**src/rtl/yin_sched_pkg.sv**
```systemverilog
// Shared types and constants for the YIN frame scheduler and its pitch median filter.
package yin_sched_pkg;

  typedef enum logic [1:0] {
    ST_WARMUP   = 2'd0,
    ST_WAIT_HOP = 2'd1,
    ST_START    = 2'd2,
    ST_BUSY     = 2'd3
  } sched_state_e;

  localparam int          Q_FRAC_BITS   = 16;
  localparam logic [31:0] F_MAX_DEFAULT = 32'd1000 << Q_FRAC_BITS;
  localparam int          FRAME_CNT_W   = 16;
  localparam int          OVR_CNT_W     = 8;

  function automatic int cnt_width(input int limit);
    return $clog2(limit) + 1;
  endfunction

endpackage

```
**src/rtl/pitch_median3.sv**
```systemverilog
// Median-of-3 filter on voiced pitches; built only when YIN_SCHED_MEDIAN3_EN is defined.
module pitch_median3
  import yin_sched_pkg::*;
#(
  parameter int WIDTH = 32
) (
  input  logic             clk_in,
  input  logic             rst_n_in,
  input  logic             push_in,
  input  logic             clear_in,
  input  logic [WIDTH-1:0] din_in,
  output logic [WIDTH-1:0] dout_out
);

  // The incoming value plus the two stored ones form the 3-deep window.
  logic [WIDTH-1:0] hist0_q, hist0_d;
  logic [WIDTH-1:0] hist1_q, hist1_d;
  logic [1:0]       depth_q, depth_d;
  logic [WIDTH-1:0] lo, hi, med;

  always_comb begin
    lo  = (hist0_q < hist1_q) ? hist0_q : hist1_q;
    hi  = (hist0_q < hist1_q) ? hist1_q : hist0_q;
    med = (din_in < lo) ? lo : ((din_in > hi) ? hi : din_in);
    dout_out = (depth_q == 2'd2) ? med : din_in;
  end

  always_comb begin
    hist0_d = hist0_q;
    hist1_d = hist1_q;
    depth_d = depth_q;
    if (clear_in) begin
      hist0_d = '0;
      hist1_d = '0;
      depth_d = 2'd0;
    end else if (push_in) begin
      hist1_d = hist0_q;
      hist0_d = din_in;
      if (depth_q != 2'd2) depth_d = depth_q + 2'd1;
    end
  end

  always_ff @(posedge clk_in or negedge rst_n_in) begin
    if (!rst_n_in) begin
      hist0_q <= '0;
      hist1_q <= '0;
      depth_q <= 2'd0;
    end else begin
      hist0_q <= hist0_d;
      hist1_q <= hist1_d;
      depth_q <= depth_d;
    end
  end

endmodule

```
**src/rtl/yin_frame_scheduler.sv**
```systemverilog
// Frames the sample stream for the YIN datapath and post-processes its pitch.
// Optional median-of-3 smoothing is enabled by defining YIN_SCHED_MEDIAN3_EN.
module yin_frame_scheduler
  import yin_sched_pkg::*;
#(
  parameter int               WIDTH          = 32,
  parameter int               WINDOW_SIZE    = 500,
  parameter int               HOP_SIZE       = 250,
  parameter int               TIMEOUT_CYCLES = 200000,
  parameter int               HOLD_FRAMES    = 3,
  parameter logic [WIDTH-1:0] F_MAX_Q        = WIDTH'(F_MAX_DEFAULT)
) (
  input  logic                   clk_in,
  input  logic                   rst_n_in,
  input  logic                   enable_in,
  input  logic                   sample_valid_in,
  output logic                   yin_sig_valid_out,
  output logic                   yin_start_out,
  output logic                   yin_abort_out,
  input  logic [WIDTH-1:0]       yin_f_in,
  input  logic                   yin_f_valid_in,
  output logic [WIDTH-1:0]       pitch_out,
  output logic                   pitch_valid_out,
  output logic                   voiced_out,
  output logic [FRAME_CNT_W-1:0] frame_count_out,
  output logic [OVR_CNT_W-1:0]   overrun_count_out,
  output logic                   timeout_out
);

  localparam int FILL_W = cnt_width(WINDOW_SIZE);
  localparam int HOP_W  = cnt_width(HOP_SIZE);
  localparam int TMO_W  = cnt_width(TIMEOUT_CYCLES);
  localparam int HOLD_W = cnt_width(HOLD_FRAMES);
  localparam logic [FILL_W-1:0] FILL_FULL = FILL_W'(WINDOW_SIZE);
  localparam logic [HOP_W-1:0]  HOP_LIM   = HOP_W'(HOP_SIZE);
  localparam logic [TMO_W-1:0]  TMO_LAST  = TMO_W'(TIMEOUT_CYCLES - 1);
  localparam logic [HOLD_W-1:0] HOLD_LIM  = HOLD_W'(HOLD_FRAMES);

  sched_state_e           state_q, state_d;
  logic [FILL_W-1:0]      fill_cnt_q, fill_cnt_d;
  logic [HOP_W-1:0]       hop_cnt_q, hop_cnt_d;
  logic [TMO_W-1:0]       tmo_cnt_q, tmo_cnt_d;
  logic [HOLD_W-1:0]      hold_cnt_q, hold_cnt_d;
  logic [WIDTH-1:0]       pitch_q, pitch_d;
  logic                   voiced_q, voiced_d;
  logic                   pitch_valid_q, pitch_valid_d;
  logic [FRAME_CNT_W-1:0] frame_cnt_q, frame_cnt_d;
  logic [OVR_CNT_W-1:0]   ovr_cnt_q, ovr_cnt_d;
  logic                   timeout_q, timeout_d;

  logic             gate_open, fwd, result, tmo_hit, f_voiced, hold_ok;
  logic [WIDTH-1:0] pitch_sel;

  assign gate_open = (state_q == ST_WARMUP) || (state_q == ST_WAIT_HOP);
  assign fwd       = sample_valid_in && gate_open;
  assign result    = (state_q == ST_BUSY) && yin_f_valid_in;
  // A result arriving on the last allowed cycle takes priority over the abort.
  assign tmo_hit   = (state_q == ST_BUSY) && !yin_f_valid_in && (tmo_cnt_q == TMO_LAST);
  assign f_voiced  = (yin_f_in != '0) && (yin_f_in <= F_MAX_Q);
  assign hold_ok   = voiced_q && (hold_cnt_q < HOLD_LIM);

`ifdef YIN_SCHED_MEDIAN3_EN
  logic med_push, med_clear;
  assign med_push  = result && f_voiced;
  assign med_clear = tmo_hit || (result && !f_voiced && !hold_ok);

  pitch_median3 #(.WIDTH(WIDTH)) u_median (
    .clk_in   (clk_in),
    .rst_n_in (rst_n_in),
    .push_in  (med_push),
    .clear_in (med_clear),
    .din_in   (yin_f_in),
    .dout_out (pitch_sel)
  );
`else
  assign pitch_sel = yin_f_in;
`endif

  always_comb begin
    state_d       = state_q;
    fill_cnt_d    = fill_cnt_q;
    hop_cnt_d     = hop_cnt_q;
    tmo_cnt_d     = tmo_cnt_q;
    hold_cnt_d    = hold_cnt_q;
    pitch_d       = pitch_q;
    voiced_d      = voiced_q;
    pitch_valid_d = result;
    frame_cnt_d   = frame_cnt_q;
    ovr_cnt_d     = ovr_cnt_q;
    timeout_d     = timeout_q;

    // Only ">= HOP_SIZE" matters, so the hop counter saturates there.
    if (state_q == ST_START) hop_cnt_d = '0;
    else if (sample_valid_in && hop_cnt_q != HOP_LIM) hop_cnt_d = hop_cnt_q + HOP_W'(1);

    if (tmo_hit) fill_cnt_d = '0;
    else if (fwd && fill_cnt_q != FILL_FULL) fill_cnt_d = fill_cnt_q + FILL_W'(1);

    if (state_q == ST_START) tmo_cnt_d = '0;
    else if (state_q == ST_BUSY) tmo_cnt_d = tmo_cnt_q + TMO_W'(1);

    case (state_q)
      ST_WARMUP:   if (fill_cnt_d == FILL_FULL && enable_in) state_d = ST_START;
      ST_WAIT_HOP: if (hop_cnt_d >= HOP_LIM && enable_in) state_d = ST_START;
      ST_START:    state_d = ST_BUSY;
      ST_BUSY: begin
        if (result) begin
          frame_cnt_d = frame_cnt_q + FRAME_CNT_W'(1);
          if (hop_cnt_d >= HOP_LIM) begin
            if (ovr_cnt_q != '1) ovr_cnt_d = ovr_cnt_q + OVR_CNT_W'(1);
            state_d = enable_in ? ST_START : ST_WAIT_HOP;
          end else begin
            state_d = ST_WAIT_HOP;
          end
        end else if (tmo_hit) begin
          timeout_d = 1'b1;
          state_d   = ST_WARMUP;
        end
      end
      default: state_d = ST_WARMUP;
    endcase

    if (result) begin
      if (f_voiced) begin
        pitch_d    = pitch_sel;
        voiced_d   = 1'b1;
        hold_cnt_d = '0;
      end else if (hold_ok) begin
        hold_cnt_d = hold_cnt_q + HOLD_W'(1);
      end else begin
        pitch_d  = '0;
        voiced_d = 1'b0;
      end
    end
  end

  always_ff @(posedge clk_in or negedge rst_n_in) begin
    if (!rst_n_in) begin
      state_q       <= ST_WARMUP;
      fill_cnt_q    <= '0;
      hop_cnt_q     <= '0;
      tmo_cnt_q     <= '0;
      hold_cnt_q    <= '0;
      pitch_q       <= '0;
      voiced_q      <= 1'b0;
      pitch_valid_q <= 1'b0;
      frame_cnt_q   <= '0;
      ovr_cnt_q     <= '0;
      timeout_q     <= 1'b0;
    end else begin
      state_q       <= state_d;
      fill_cnt_q    <= fill_cnt_d;
      hop_cnt_q     <= hop_cnt_d;
      tmo_cnt_q     <= tmo_cnt_d;
      hold_cnt_q    <= hold_cnt_d;
      pitch_q       <= pitch_d;
      voiced_q      <= voiced_d;
      pitch_valid_q <= pitch_valid_d;
      frame_cnt_q   <= frame_cnt_d;
      ovr_cnt_q     <= ovr_cnt_d;
      timeout_q     <= timeout_d;
    end
  end

  // Sample gate is forced low while reset is held so every output reads 0.
  assign yin_sig_valid_out = fwd && rst_n_in;
  assign yin_start_out     = (state_q == ST_START);
  assign yin_abort_out     = tmo_hit;
  assign pitch_out         = pitch_q;
  assign pitch_valid_out   = pitch_valid_q;
  assign voiced_out        = voiced_q;
  assign frame_count_out   = frame_cnt_q;
  assign overrun_count_out = ovr_cnt_q;
  assign timeout_out       = timeout_q;

endmodule

```
**config.mk**
```make
export PLATFORM = sky130hd
export DESIGN_NAME = yin_frame_scheduler
export DESIGN_NICKNAME = d
export VERILOG_FILES = /design/src/rtl/yin_sched_pkg.sv /design/src/rtl/pitch_median3.sv /design/src/rtl/yin_frame_scheduler.sv
export SDC_FILE = /design/constraint.sdc
export NUM_CORES = 1
export LEC_CHECK = 0
export BUFFER_PORTS_ARGS = -buffer_cell sky130_fd_sc_hd__buf_2
export CAP_MARGIN = 20
export CORE_UTILIZATION = 40
export CTS_CLUSTER_DIAMETER = 60
export CTS_CLUSTER_SIZE = 12
export DETAILED_ROUTE_END_ITERATION = 6
export HOLD_SLACK_MARGIN = 0.12
export PLACE_DENSITY = 0.69
export SLEW_MARGIN = 15
export SYNTH_ARGS = -nofsm -noshare
export SYNTH_HDL_FRONTEND = slang
export SYNTH_SLANG_ARGS = --single-unit
```
**constraint.sdc**
```tcl
create_clock -name clk_in -period 2.87 [get_ports clk_in]
set_input_delay 0 -clock clk_in [delete_from_list [all_inputs] [get_ports clk_in]]
set_output_delay 0 -clock clk_in [all_outputs]
set_load 0.01 [all_outputs]
```
==> metrics.md <==
| Metric | Value |
|---|---|
| Syn_nets | `561` |
| FP Rows | `40` |
| Post-cts resize count | `0` |
| TritonCTS clock tree | `done` |
| CTS sink cnt | `102` |
| Root buf cell | `clkbuf_16` |
| Clock-pin slew on the worst setup and hold paths | `0.07 ns` |
| Outcome | `finished clean` |
| Rel. slew slack | `57.8%` |
| Remaining antenna violation count after routing | `0` |
| Synth Flop Type | `dfrtp_1` |
| Unrepaired setup endpoints after global routing | `no` |
| Setup Fix Bufs, Post-CTS | `0` |
| Antenna diode count | `0` |
| MaxCap Viol Count | `0` |
| Kind of end point of the critical path | `flop` |
| Final Hold Fails | `0` |
| Gpl congestion | `0.857` |
| Mapped Area | `4890 um2` |
| Area growth, synth to finish | `25.8%` |
| Slew @ Worst Pin | `0.632 ns` |
| Longest Clk Path Bufs | `2` |
| Final WL | `11500 um` |
| Clock Latency Late Sink | `0.34 ns` |
| Ys Warns | `0` |
| Vias in the first global route | `4263` |
| Die area | `12700 um2` |
| Path type of the worst min-delay path | `in -> reg` |
| CP Data Required Time | `3.09 ns` |
| DIE HEIGHT | `113 um` |
| Port Buffers | `98` |
| Pwr Density | `548 nW/um2` |
| Routed vias | `4198` |
| Total GRT Usage | `19.1%` |
| First-pass GRT wire length | `19500 um` |
| Gr ovfl total | `0` |
| H-tree Lvls | `3` |
| EDFF count, synth | `0` |
| Hpwl dp | `7580 um` |
| Syn_area_per_cell | `9.48 um2` |
| 1st-iter DRT viols | `177` |
| Critical path type | `reg -> reg` |
| Startpoint type of the worst setup path | `flop` |
| Num CTS Buffers | `9` |
| Nets | `689` |
| DRC violations left | `0` |
| Arrival time worst endpoint | `2.64 ns` |
| Initial Utilization | `40.9%` |
| Io pins | `99` |
| Fillers | `1062` |
| Async S/R FF share, synth | `100%` |
| CP max FO | `8` |
| Hold buffers post-CTS | `30` |
| VDD IR max | `0.368 mV` |
| # placed instances | `750` |
| Core Region | `12000 um2` |
| Largest net degree at the start of global routing | `51` |
| Sequential fraction of the synthesis area | `52.2%` |
| Synth cell types | `50` |
| Routed wire length per instance | `14.4 um` |
| Slew Limit Fails | `0` |
| Initial antenna violation count | `0` |
| Min cycle time layout | `2.41 ns` |
| Leak | `2.97 nW` |
| Tot Pwr | `0.00337 W` |
| Die X | `113 um` |
| Post-synthesis cell count | `516` |
| Fraction of layout cells with a size suffix above 1 | `20.3%` |
| Hold_ws | `0.223 ns` |
| Clk_skew | `0.00702 ns` |
| Avg Vias per Cell | `5.27` |
| Yosys reg bits | `102` |
| Fin cells | `796` |
| Drt pass-1 iters | `7` |
| Crit share post-route | `84.1%` |
| Setup TNS | `0 ns` |
| Setup violators final | `0` |
| Fmax | `414 MHz` |
==> where the power goes <==
| group | switching [W] | internal (W) | leakage [nW] |
|---|---|---|---|
| Sequential | 0.000125 | 0.00152 | 1.40 |
| Clock | 0.000561 | 0.000688 | 0.147 |
| Combinational | 0.000261 | 0.000214 | 1.42 |
==> cells by family after synthesis <==
logic type,synth area share [%]
adders and majority gates,2.05
DFF,52.2
muxes,1.07
xor gates and xnor gates,7.70
buffers and inverters,2.56
AOI/OAI and AO/OA,9.28
and+or+nand+nor,25.2
==> area by class of cell <==
| type | count | area, um2 | share of cell area [%] |
|---|---|---|---|
| clock inverters | 7 | 77.6 | 1.26 |
| flip-flops and latches | 102 | 2550 | 41.5 |
| well taps | 147 | 184 | 2.99 |
| inverters | 16 | 60.1 | 0.976 |
| repair buffers | 134 | 838 | 13.6 |
| multi-input cells | 381 | 2220 | 36.0 |
| clock buffers | 9 | 225 | 3.66 |
==> per-layer routing <==
metal  track usage, %  routed length, um  vias up  share of wire (%)
li1                 -                  -     2033                  -
met1             23.8               5030     2024                 44
met2             32.6               5610      124                 49
met3             4.16                609       17                5.3
met4             6.93                229        0                2.0
met5                0                  0        -                  0
==> critical path, cell delays in order (launching register included) <==
cell,delay (ns)
dfrtp_1,0.39
ha_1,0.21
nand3_1,0.19
or4_1,0.46
a21oi_2,0.19
a21oi_2,0.07
nor4_4,0.42
mux2_1,0.36
==> registers in the layout, summed over array words and instances (netlist names) <==
signal / flops
frame_count_out: 16
timeout_out: 1
overrun_count_out: 8
tmo_cnt_q: 19
pitch_valid_out: 1
state_q: 2
pitch_out: 32
hop_cnt_q: 9
fill_cnt_q: 10
hold_cnt_q: 3
voiced_out: 1
==> metrics by stage <==
stage          util [%]  area (um2)  worst slack, ns
5_1_grt            51.5        6150            0.258
3_5_place_dp       46.4        5550            0.455
6_report           51.5        6150            0.456
4_1_cts            51.5        6150            0.438
2_1_floorplan         -        4890            0.649
3_3_place_gp       46.4        5550            0.523
==> synthesized netlist by cell type (4+ instances only) <==
master    instances  area [um2]
dfrtp_1         102        2550
nand2_1          91         342
nor2_1           48         180
o21ai_0          42         210
xnor2_1          27         236
nand3_1          24         120
clkbuf_1         16        60.1
xor2_1           16         140
inv_1            14        52.6
nand4_1          14        87.6
and3_1           13        81.3
nor3_1           13        65.1
a21oi_1          11        55.1
or3_1            10        62.6
ha_1              8         100
nor4_1            8        50.1
and2_1            7        43.8
or4_1             4        30.0
==> path summary, 6_finish.rpt <==
kind                                                    end  cells past startpoint  slack [ns]               startpoint
max                        overrun_count_out[1]$_DFFE_PN0P_                      7        0.46   hop_cnt_q[1]$_DFF_PN0_
min                               hold_cnt_q[1]$_DFFE_PN0P_                      4        0.22             yin_f_in[26]
max reg2reg                overrun_count_out[1]$_DFFE_PN0P_                      7        0.46   hop_cnt_q[1]$_DFF_PN0_
min reg2reg                         timeout_out$_DFFE_PN0P_                      1        0.48  timeout_out$_DFFE_PN0P_
max in group asynchronous         pitch_out[12]$_DFFE_PN0P_                      3        1.78                 rst_n_in
min in group asynchronous           fill_cnt_q[0]$_DFF_PN0_                      2        0.24                 rst_n_in
==> placed cells by master (no fill, tap or decap), types with 3 or more instances in the layout <==
| cell type | count |
|---|---|
| clkbuf_16 | 9 |
| and2_1 | 7 |
| nor3_1 | 13 |
| inv_1 | 14 |
| ha_1 | 8 |
| mux2i_1 | 3 |
| nand2b_1 | 3 |
| buf_4 | 7 |
| a21oi_1 | 11 |
| or4_1 | 4 |
| nand3_1 | 24 |
| nand4_1 | 14 |
| or3_1 | 10 |
| dfrtp_1 | 102 |
| buf_2 | 97 |
| xor2_1 | 16 |
| o21a_1 | 3 |
| xnor2_1 | 27 |
| nor4_1 | 8 |
| nand2_1 | 91 |
| o21ai_0 | 42 |
| dlygate4sd3_1 | 30 |
| inv_6 | 4 |
| and3_1 | 13 |
| nand4b_1 | 3 |
| nor2_1 | 47 |
Note: power is estimated with default switching activity, not from simulation.
